[src/rtl/vga_char_loader.sv]
// ---------------------------------------------------------------------------
// vga_char_loader
//
// Purpose:
//   Walks the word-addressed VGA data ROM from a base address and streams one
//   character per 32-bit word to the text-buffer writer over a valid/ready
//   handshake. Each character comes from the low byte of its word. When the
//   run is started with decrypt set, the character is the bitwise NOT of
//   that byte. The run ends after the requested number of characters or when
//   a NUL character appears, whichever happens first.
//
// Ports:
//   i_clk            system clock, rising edge
//   i_reset          synchronous active-high reset
//   i_start          one-cycle run command, only honoured while idle
//   i_base_addr      first ROM byte address (bits [1:0] ignored)
//   i_char_count     maximum characters for this run
//   i_decrypt        invert each character byte when set (latched at start)
//   o_mem_addr       registered ROM byte address
//   i_mem_data       ROM word for o_mem_addr, valid in the same cycle
//   o_char_valid     o_char_code / o_char_index are valid
//   i_char_ready     downstream accepts when valid and ready are both high
//   o_char_code      decoded character
//   o_char_index     cell index of the character, wraps modulo 2^IDX_W
//   o_busy           high whenever a run is in progress
//   o_done           one-cycle pulse at the end of a run
//   o_chars_emitted  characters accepted in the last/current run
// ---------------------------------------------------------------------------
module vga_char_loader #(
  parameter int ADDR_W = 11,
  parameter int CNT_W  = 7,
  parameter int IDX_W  = 6
) (
  input  logic              i_clk,
  input  logic              i_reset,
  input  logic              i_start,
  input  logic [ADDR_W-1:0] i_base_addr,
  input  logic [CNT_W-1:0]  i_char_count,
  input  logic              i_decrypt,
  output logic [ADDR_W-1:0] o_mem_addr,
  input  logic [31:0]       i_mem_data,
  output logic              o_char_valid,
  input  logic              i_char_ready,
  output logic [7:0]        o_char_code,
  output logic [IDX_W-1:0]  o_char_index,
  output logic              o_busy,
  output logic              o_done,
  output logic [CNT_W-1:0]  o_chars_emitted
);

  typedef enum logic [1:0] {
    S_IDLE,
    S_FETCH,
    S_EMIT,
    S_FINISH
  } state_t;

  state_t             r_state;
  state_t             w_next_state;

  logic [ADDR_W-1:0]  r_mem_addr;
  logic [7:0]         r_char_code;
  logic [IDX_W-1:0]   r_char_index;
  logic [CNT_W-1:0]   r_chars_emitted;
  logic [CNT_W-1:0]   r_count;
  logic               r_decrypt;

  logic [7:0]         w_decoded;
  logic               w_handshake;
  logic [CNT_W-1:0]   w_emitted_next;
  logic               w_unused;

  // The upper ROM bytes and the low base-address bits never affect the
  // character stream. They are folded into one marker signal so that it is
  // obvious they are ignored on purpose.
  assign w_unused = &{1'b0, i_mem_data[31:8], i_base_addr[1:0]};

  // Decoding looks only at the current ROM word and the decrypt flag latched
  // at start. That way, changing i_decrypt mid-run cannot corrupt a string.
  // A handshake is counted only while a character is actually being offered.
  assign w_decoded      = r_decrypt ? ~i_mem_data[7:0] : i_mem_data[7:0];
  assign w_handshake    = (r_state == S_EMIT) && i_char_ready;
  assign w_emitted_next = r_chars_emitted + CNT_W'(1);

  // State register. Reset wins over everything, even in the middle of a run,
  // so the sequencer always comes back to a quiet idle state.
  always_ff @(posedge i_clk) begin
    if (i_reset) begin
      r_state <= S_IDLE;
    end else begin
      r_state <= w_next_state;
    end
  end

  // Next-state logic. FETCH always takes exactly one cycle, because the ROM
  // answers combinationally. EMIT waits for the consumer for as long as
  // needed. A zero count skips fetching entirely and only pulses done. A NUL
  // character ends the run without being offered downstream.
  always_comb begin
    w_next_state = r_state;
    case (r_state)
      S_IDLE: begin
        if (i_start) begin
          if (i_char_count == '0) begin
            w_next_state = S_FINISH;
          end else begin
            w_next_state = S_FETCH;
          end
        end
      end
      S_FETCH: begin
        if (w_decoded == 8'h00) begin
          w_next_state = S_FINISH;
        end else begin
          w_next_state = S_EMIT;
        end
      end
      S_EMIT: begin
        if (w_handshake) begin
          if (w_emitted_next == r_count) begin
            w_next_state = S_FINISH;
          end else begin
            w_next_state = S_FETCH;
          end
        end
      end
      S_FINISH: begin
        w_next_state = S_IDLE;
      end
      default: begin
        w_next_state = S_IDLE;
      end
    endcase
  end

  // Datapath registers.
  // At start, the run parameters are captured so that the inputs are free to
  // change afterwards. The character is captured in FETCH and then held in
  // EMIT, which keeps code and index stable under backpressure. Address,
  // index and count only advance on an accepted character. The address wraps
  // naturally at the top of the ROM.
  always_ff @(posedge i_clk) begin
    if (i_reset) begin
      r_mem_addr      <= '0;
      r_char_code     <= '0;
      r_char_index    <= '0;
      r_chars_emitted <= '0;
      r_count         <= '0;
      r_decrypt       <= 1'b0;
    end else begin
      case (r_state)
        S_IDLE: begin
          if (i_start) begin
            r_mem_addr      <= {i_base_addr[ADDR_W-1:2], 2'b00};
            r_count         <= i_char_count;
            r_decrypt       <= i_decrypt;
            r_char_index    <= '0;
            r_chars_emitted <= '0;
          end
        end
        S_FETCH: begin
          if (w_decoded != 8'h00) begin
            r_char_code <= w_decoded;
          end
        end
        S_EMIT: begin
          if (w_handshake) begin
            r_chars_emitted <= w_emitted_next;
            r_char_index    <= r_char_index + IDX_W'(1);
            r_mem_addr      <= r_mem_addr + ADDR_W'(4);
          end
        end
        default: begin
        end
      endcase
    end
  end

  // Status outputs are decoded straight from the registered state, so they
  // change only on clock edges. In particular, valid drops in the cycle after
  // a handshake because the state has already left EMIT by then.
  assign o_mem_addr      = r_mem_addr;
  assign o_char_code     = r_char_code;
  assign o_char_index    = r_char_index;
  assign o_chars_emitted = r_chars_emitted;
  assign o_char_valid    = (r_state == S_EMIT);
  assign o_busy          = (r_state != S_IDLE);
  assign o_done          = (r_state == S_FINISH);

endmodule

[config.mk]
export PLATFORM = sky130hd
export DESIGN_NAME = vga_char_loader
export DESIGN_NICKNAME = d
export VERILOG_FILES = /design/src/rtl/vga_char_loader.sv
export SDC_FILE = /design/constraint.sdc
export NUM_CORES = 1
export LEC_CHECK = 0
export ABC_AREA = 1
export CAP_MARGIN = 20
export CORE_ASPECT_RATIO = 1.5
export CORE_MARGIN = 2
export CORE_UTILIZATION = 46
export CTS_CLUSTER_SIZE = 28
export DETAILED_ROUTE_END_ITERATION = 6
export PLACE_DENSITY_LB_ADDON = 0.15
export SLEW_MARGIN = 15
export SYNTH_ARGS = -nofsm -noshare
export SYNTH_HDL_FRONTEND = slang
export SYNTH_SLANG_ARGS = --single-unit
[constraint.sdc]
create_clock -name i_clk -period 3.95 [get_ports i_clk]
set_input_delay 1.185 -clock i_clk [delete_from_list [all_inputs] [get_ports i_clk]]
set_output_delay 1.185 -clock i_clk [all_outputs]
set_load 0.01 [all_outputs]
Word-level counts from Yosys, hierarchy flattened. Index checks and enable logic that the tools add are counted.

Bits in registers: 42. Output and inout port bits: 35. Word-level logic and storage cells: 44.

Eq/ne operators: 6. Bitwise gates (word level): 1. Multiplexer cells: 16. Reductions and logical operators: 11. Add/subtract/negate cells: 3.

Operator list (number): $mux W11 (2); $pmux W11 S2 (1); $mux W7 (2); $pmux W7 S2 (1); $mux W6 (2); $pmux W6 S2 (1); $add A11 B3 Y11 const B (1); $logic_not A8 Y1 (1); $mux W2 (4); $mux W8 (1); $not A8 Y8 (1); $pmux W2 S4 (1); $reduce_bool A8 Y1 (1); $add A7 B1 Y7 const B (1); $eq A7 B7 Y1 (1); $logic_not A7 Y1 (1); $add A6 B1 Y6 const B (1); $reduce_and A2 Y1 (3); $eq A2 B2 Y1 const B (2); $reduce_bool A2 Y1 (2); $reduce_and A3 Y1 (1); $eq A2 B1 Y1 const B (1); $logic_not A2 Y1 (1); $ne A2 B1 Y1 const B (1); other kinds (3) (3).

Logic depth before layout (Yosys ltp). Gate-level depths: netlist (run 1).

Word-level depth: 5. Gate-level depth with buffers: 13.

Worst setup path after synthesis (run 1). No wires, ideal clock.

Path kind: input port to flip-flop. Start point: input port i_mem_data[3]. End point: register r_char_code[5] (netlist: o_char_code[5]). Setup slack: 1.811 ns. Data arrival time: 2.010 ns. Setup time: 0.129 ns. Stages on the path: 7. Cell sequence: xor2_1 > nor3_2 > nand3_4 > nand2_8 > nor2_1 > a21oi_2 > nor2_1.

Longest elaborated chain between the ends: 4.

RTL lines: from (decl) (RTL line 41) `input logic [31:0] i_mem_data,`; $not A8 Y8 (RTL line 81) `assign w_decoded = r_decrypt ? ~i_mem_data[7:0] : i_mem_data[7:0];`; $mux W8 * (RTL line 81); $reduce_bool A8 Y1 * (RTL line 162) `if (w_decoded != 8'h00) begin`; $reduce_and A2 Y1 (no source line) *; to (signal assigned) (RTL line 163) `r_char_code <= w_decoded;`; to (decl) (RTL line 62) `logic [7:0] r_char_code;`.

Mark *: on every way between the ends. The rest lies on a longest branch, timed or not. A chain may end at the register's enable or synchronous reset.

Final worst setup path (run 1).
Start point: register r_state[0]. End point: output port o_char_valid.

Longest elaborated chain between the ends: 1.

RTL lines: from (decl) (RTL line 58) `state_t r_state;`; from (signal assigned) (RTL line 91) `r_state <= w_next_state;`; $eq A2 B2 Y1 (RTL line 186) `assign o_char_valid = (r_state == S_EMIT);`; to (decl) (RTL line 42) `output logic o_char_valid,`.

No other way between the ends.

==> flow_summary.yaml, run 1 <==
worst_hold_path:
  holdPathStages: 2
  worst_hold_path_type: "flip-flop to flip-flop"
  min_from: "o_char_code[2]"
  worst_hold_path.endpoint: "o_char_code[2]"
routing:
  met2_routed_wirelength_mm: 2.57
  num_vias: 2090
  detail_route.wirelength_mm: 4.99
  route.top_layer_used: "met4"
  detail_route.drc_violations: 0
  avgViaCountPerCell: 5.06
  firstDrtPassIters: 5
  antenna_violating_nets_post_route: 0
  detailroute.wirelength.met3_um: 254
  wl_met1_mm: 2.04
  drtIter0Drc: 96
  wire_per_inst_um: 12.1
floorplanning:
  top_level_ports: 90
  chipHeight_um: 87.4
  std_cell_rows: 30
  area_of_the_core_mm2: 0.00450
  floorplan.initialDensity_pct: 47.3
  die_width_um: 59.6
  floorplan.die_area_mm2: 0.00521
clock_network:
  tritoncts: "yes"
  post_cts_resized: 0
  cts-buffers-inserted: 5
  cts_num_sinks: 40
  clock_path_buffers: 2
  clkLatencyLatePin_ps: 290
  cts_hold_buf: 0
  cts_clock_pin_slew_for_the_worst_setup_and_hold_paths_ps: 80
  cts_htree_levels: 2
  cts-root-buf: "clkbuf_8"
  cts_setup_buffers: 0
timing:
  timing_hold_violations_final: 0
  worst_slew_margin_rel_pct: 66.6
  grt_setup_unrepaired: "false"
  timing.setup.tns_ps: 0
  final_period_minus_worst_setup_slack_ps: 2890
  final_skew_ps: 4.39
  worst_slew_pin_slew_ps: 500
  timing.final.crit_share_pct: 73.2
  slew_viol_final: 0
  setup_violations: 0
  clock.fmax_mhz: 346
setup_path:
  timing.reg2reg.worst_path_depth: 8
  cp-start-kind: "flip-flop"
  worstSetupEndpointType: "output port"
  setup.worst_path.class: "flip-flop to output port"
  worst_ep_arrival_time_ps: 1710
  rrSetupSlack_ps: 2050
  crit_path_cell_trace: "inv_2 -> nand2_2 -> clkinv_1 -> clkdlybuf4s50_1"
  required_time_at_the_endpoint_of_the_critical_path_ps: 2760
  crit_fanout: 8
  rr_startpoint: "r_state[1]"
  capture_instance_of_the_worst_register_to_register_path: "o_char_index[5]"
  worst_path_largest_cell_delay_ps: 530
  cpMaxStageDelayCell: "clkdlybuf4s50_1"
grt:
  grt_max_degree: 24
  first_global_vias: 1890
  globalRoute.totalOverflow: 0
  first_pass_grt_wire_length_mm: 7.83
  grt_use_total_pct: 19.8
  antenna_found_initial: 0
power_and_ir_drop:
  share_comb_of_total_power_pct: 23.6
  vdd.ir_drop.worst_mv: 0.231
  sequentialPowerShare_pct: 47.4
  pwr_density_cell_mw_per_mm2: 344
  total_leakage_power_nw: 1.16
  power.switching_fraction_pct: 29.6
  net-switching-power_mw: 0.289
  p_int_mw: 0.688
  power.clock.fraction_pct: 29.0
cells_and_area:
  num-nets-final: 422
  final_design_area_no_fill_mm2: 0.00285
  post_route_cells_drive_above_1_share_pct: 6.85
  num_antenna_cells: 0
  syn_to_final_growth_pct: 33.5
synth:
  netlist.area_leader.share_pct: 37.6
  cell_area_synth_mm2: 0.00213
  synth_edf_count: 0
  netlist_top_cells_area: "dfxtp_1, nand2_1, a21oi_1"
  share_of_synthesized_flip_flops_with_an_asynchronous_set_or_reset_pct: 0
  synth_top_cell_by_area: "dfxtp_1"
  synth_seq_cells: 40
  yosysSeqAreaShare_pct: 37.6
  synth.distinct_cells: 43
  ys.flop_type: "dfxtp_1"
  syn_area_per_cell_um2: 7.01
  syn_inst: 304
  synthesis.yosys.warnings: 0
placement:
  dpl.hpwl_mm: 3.73
  globalplace.congestion: 0.818
  buffer_ports.inserted: 61
  placed_area_mm2: 0.00276
job:
  max_cap_viol_count: 0
status:
  outcome: "finished clean"
==> Yosys cell counts, types with 3 or more instances <==
| library cell | instances |
|---|---|
| dfxtp_1 | 40 |
| nor2_1 | 25 |
| xor2_1 | 7 |
| nand3_1 | 20 |
| nand2_1 | 79 |
| inv_1 | 29 |
| o21ai_0 | 14 |
| ha_1 | 3 |
| nor3_1 | 4 |
| buf_4 | 3 |
| inv_2 | 3 |
| xnor2_1 | 3 |
| nor2_2 | 3 |
| a21oi_1 | 31 |
| clkbuf_1 | 3 |
==> power groups by stage <==
stage          Combinational, mW  Clock [mW]  Sequential [mW]
2_1_floorplan              0.137           0            0.473
3_3_place_gp               0.229           0            0.471
4_1_cts                    0.233       0.289            0.463
5_1_grt                    0.254       0.306            0.467
3_5_place_dp               0.232           0            0.472
6_report                   0.231       0.284            0.463
==> cells in the final DEF, fill, tap and decap left out, drive strengths merged <==
| master | instances |
|---|---|
| o211ai | 1 |
| clkdlybuf4s50 | 61 |
| nor3b | 1 |
| a221oi | 1 |
| and3 | 2 |
| a31oi | 2 |
| a21oi | 33 |
| buf | 1 |
| nor3 | 5 |
| clkbuf | 8 |
| inv | 33 |
| a311oi | 2 |
| nand3 | 21 |
| o21bai | 2 |
| nand4 | 2 |
| nor4 | 1 |
| o21a | 1 |
| ha | 3 |
| xnor2 | 4 |
| o211a | 1 |
| nor2 | 30 |
| or2 | 2 |
| xor2 | 7 |
| a22oi | 1 |
| clkinv | 1 |
| dfxtp | 40 |
| nand2 | 82 |
| conb | 2 |
| o21ai | 15 |
==> cells by family after synthesis <==
logic type,Yosys count,share of synthesized area [%]
simple gates,146,31.1
compound gates,59,15.7
buf+inv,44,8.86
flops,40,37.6
xor+xnor,11,4.87
fa+ha+maj,3,1.76
other cells,1,0.176
==> area by class of cell <==
class | count | area, um2
Fill cell | 410 | 1660
Multi-Input combinational cell | 221 | 1150
Sequential cell | 40 | 801
Timing Repair Buffer | 62 | 618
Inverter | 34 | 130
Clock buffer | 8 | 90.1
Tap cell | 48 | 60.1
==> through the flow <==
step | hold slack (ps) | util [%] | total power [mW] | instances | setup WS [ps]
6_report | 464 | 63.2 | 0.977 | 413 | 1060
5_1_grt | 492 | 63.2 | 1.03 | 413 | 960
4_1_cts | 466 | 63.2 | 0.985 | 413 | 1040
3_5_place_dp | 455 | 61.2 | 0.704 | 405 | 926
3_3_place_gp | 451 | 61.2 | 0.700 | 405 | 930
2_1_floorplan | 444 | - | 0.610 | 305 | 1810
==> per-layer routing <==
| metal | GRT usage (%) | vias to the layer above |
|---|---|---|
| li1 | - | 1101 |
| met1 | 20.7 | 924 |
| met4 | 11.7 | 0 |
| met2 | 34.0 | 54 |
| met5 | 0 | - |
| met3 | 5.65 | 11 |
==> critical path, delay by kind of cell, from the launching register on <==
kind / cells / cell delay, ps
AND/OR/NAND/NOR: 1 / 180
buffers and inverters: 3 / 820
flip-flops: 1 / 400
==> flip-flops by register name, indices dropped and copies added (netlist names) <==
register,count
r_count,7
r_state,2
o_char_code,8
o_mem_addr,9
o_chars_emitted,7
o_char_index,6
r_decrypt,1
==> worst max-delay path by stage <==
stage	startpoint	slack, ps	cells past startpoint	to
6_report	r_state[0]	1060	4	o_char_valid
2_1_floorplan	i_mem_data[3]	1810	7	o_char_code[5]
4_1_cts	r_state[0]	1040	4	o_char_valid
5_1_grt	r_state[0]	960	4	o_char_valid
3_5_place_dp	i_start	930	9	o_char_index[5]
3_3_place_gp	i_start	930	9	o_char_index[5]
(Power assumes the default switching activity.)
==> run 2: changes to the inputs <==
--- a/config.mk
+++ b/config.mk
@@ -9,7 +9,7 @@
 export CAP_MARGIN = 20
 export CORE_ASPECT_RATIO = 1.5
 export CORE_MARGIN = 2
-export CORE_UTILIZATION = 46
+export CORE_UTILIZATION = 38
 export CTS_CLUSTER_SIZE = 28
 export DETAILED_ROUTE_END_ITERATION = 6
 export PLACE_DENSITY_LB_ADDON = 0.15
==> constraint.sdc (replaced) <==
create_clock -name i_clk -period 2.64 [get_ports i_clk]
set_input_delay 0.792 -clock i_clk [delete_from_list [all_inputs] [get_ports i_clk]]
set_output_delay 0.792 -clock i_clk [all_outputs]
set_load 0.01 [all_outputs]
==> run 2 against run 1 <==
Sequential power increased by 49%. Combinational power increased by 52%. Via count fell by 1.3%. Clock power is 76% higher. Worst setup slack worse by 920 ps. Cell count increased by 5.8%. Clock skew rose by 2.6 ps. Power grew 58%. Die area rose by 20%. First-iteration DRC count fell by 21%. Non-clock buffer count increased by 2. Largest cell class unchanged.
==> flow_summary.yaml, run 2 (synthesized netlist as in run 1, its figures left out) <==
floorplanning:
  die_width_um: 65.2
  area_of_the_core_mm2: 0.00545
  floorplan.die_area_mm2: 0.00624
  std_cell_rows: 33
  top_level_ports: 90
  floorplan.initialDensity_pct: 39.1
  chipHeight_um: 95.7
timing:
  timing.final.crit_share_pct: 94.9
  grt_setup_unrepaired: "false"
  clock.fmax_mhz: 399
  final_period_minus_worst_setup_slack_ps: 2500
  setup_violations: 0
  final_skew_ps: 6.99
  timing_hold_violations_final: 0
  slew_viol_final: 0
  holdWs_ps: 464
  timing.setup.tns_ps: 0
setup_path:
  crit_path_start: "r_state[0]"
  worst_path_largest_cell_delay_ps: 540
  worst_ep_arrival_time_ps: 1710
  crit_fanout: 8
  crit_path_cell_trace: "inv_2 -> nand2_2 -> clkinv_1 -> clkdlybuf4s50_1"
  worstSetupEndpointType: "output port"
  cpMaxStageDelayCell: "clkdlybuf4s50_1"
  cp-start-kind: "flip-flop"
  rr_startpoint: "r_state[0]"
  required_time_at_the_endpoint_of_the_critical_path_ps: 1850
  setup.worst_path.class: "flip-flop to output port"
worst_hold_path:
  worst_hold_path_type: "flip-flop to flip-flop"
  min_from: "o_char_code[2]"
power_and_ir_drop:
  p_int_mw: 1.10
  pwr_density_cell_mw_per_mm2: 529
  vdd.ir_drop.worst_mv: 0.306
  power.switching_fraction_pct: 28.6
  report.power.total_mw: 1.54
  sequentialPowerShare_pct: 44.9
  share_comb_of_total_power_pct: 22.7
  net-switching-power_mw: 0.440
  total_leakage_power_nw: 1.18
  power.clock.fraction_pct: 32.4
clock_network:
  cts-buffers-inserted: 5
  post_cts_resized: 0
  clkLatencyLatePin_ps: 290
  clock_path_buffers: 2
  cts_setup_buffers: 0
  cts-root-buf: "clkbuf_8"
  cts_hold_buf: 0
  cts_htree_levels: 2
  tritoncts: "yes"
  cts_clock_pin_slew_for_the_worst_setup_and_hold_paths_ps: 80
  cts_num_sinks: 40
grt:
  globalRoute.totalOverflow: 0
  globalRouteMet1Util_pct: 20.1
  use_met2_pct: 31.8
  grt_max_degree: 23
  grt_util_met3_pct: 3.86
  grt_use_total_pct: 17.5
  first_pass_grt_wire_length_mm: 8.53
  antenna_found_initial: 0
  globalRoute.busiestLayer: "met2"
  first_global_vias: 1942
cells_and_area:
  post_route_cells_drive_above_1_share_pct: 7.90
  num-nets-final: 424
  final_core_utilization_pct: 53.4
  num_antenna_cells: 0
  syn_to_final_growth_pct: 36.4
  layout_commonest_cell: "nand2_1"
  final_cells: 437
  largest_reg_flops: 9
  nFillCells: 580
  final_cell_mix: "nand2_1, clkdlybuf4s50_1, dfxtp_1"
routing:
  antenna_violating_nets_post_route: 0
  detail_route.drc_violations: 0
  wire_per_inst_um: 11.5
  detail_route.wirelength_mm: 5.01
  num_vias: 2063
  firstDrtPassIters: 4
  avgViaCountPerCell: 4.72
  drtIter0Drc: 76
job:
  max_cap_viol_count: 0
placement:
  globalplace.congestion: 0.798
  dpl.hpwl_mm: 3.83
  post-place-cells: 429
  buffer_ports.inserted: 61
status:
  outcome: "finished clean"
-- run 2: worst paths after layout --
check / end / cells after the start / slack [ps]
setup reg to reg: o_char_index[5] / 9 / 900
hold reg to reg: o_char_code[2] / 2 / 460
hold / removal: o_char_code[2] / 2 / 460
setup / recovery: o_char_valid / 4 / 140
-- run 2: final cells by class --
type                    count  area, um2  share of cell area [%]
clock buffers               5       68.8                    2.37
flip-flops and latches     40        801                    27.5
clock inverters             3       42.5                    1.46
well taps                  70       87.6                    3.01
multi-input cells         221       1150                    39.4
repair buffers             64        633                    21.8
inverters                  34        130                    4.47
-- run 2: layer usage --
layer / share of wire [%] / up-vias
met5: 0 / -
met4: 1.8 / 0
met3: 4.0 / 8
met2: 51 / 37
met1: 43 / 912
li1: - / 1106
-- run 2: metrics by stage --
step,instance area (um2),setup slack (ps)
5_1_grt,2910,19.7
6_report,2910,136
3_5_place_dp,2800,135
4_1_cts,2910,120
2_1_floorplan,2140,894
3_3_place_gp,2800,164
-- run 2: worst max-delay path: cells and delay by family (launching register included) --
family / cells / cell delay [ps]
AND/OR/NAND/NOR: 1 / 180
buffers and inverters: 3 / 840
flip-flops: 1 / 390
-- run 2: power groups by stage --
stage	logic (mW)	clock network [mW]	registers, mW
floorplan	0.204	0	0.708
global route	0.392	0.536	0.699
global placement	0.352	0	0.705
CTS	0.356	0.523	0.691
detailed placement	0.354	0	0.706
finish	0.350	0.500	0.691
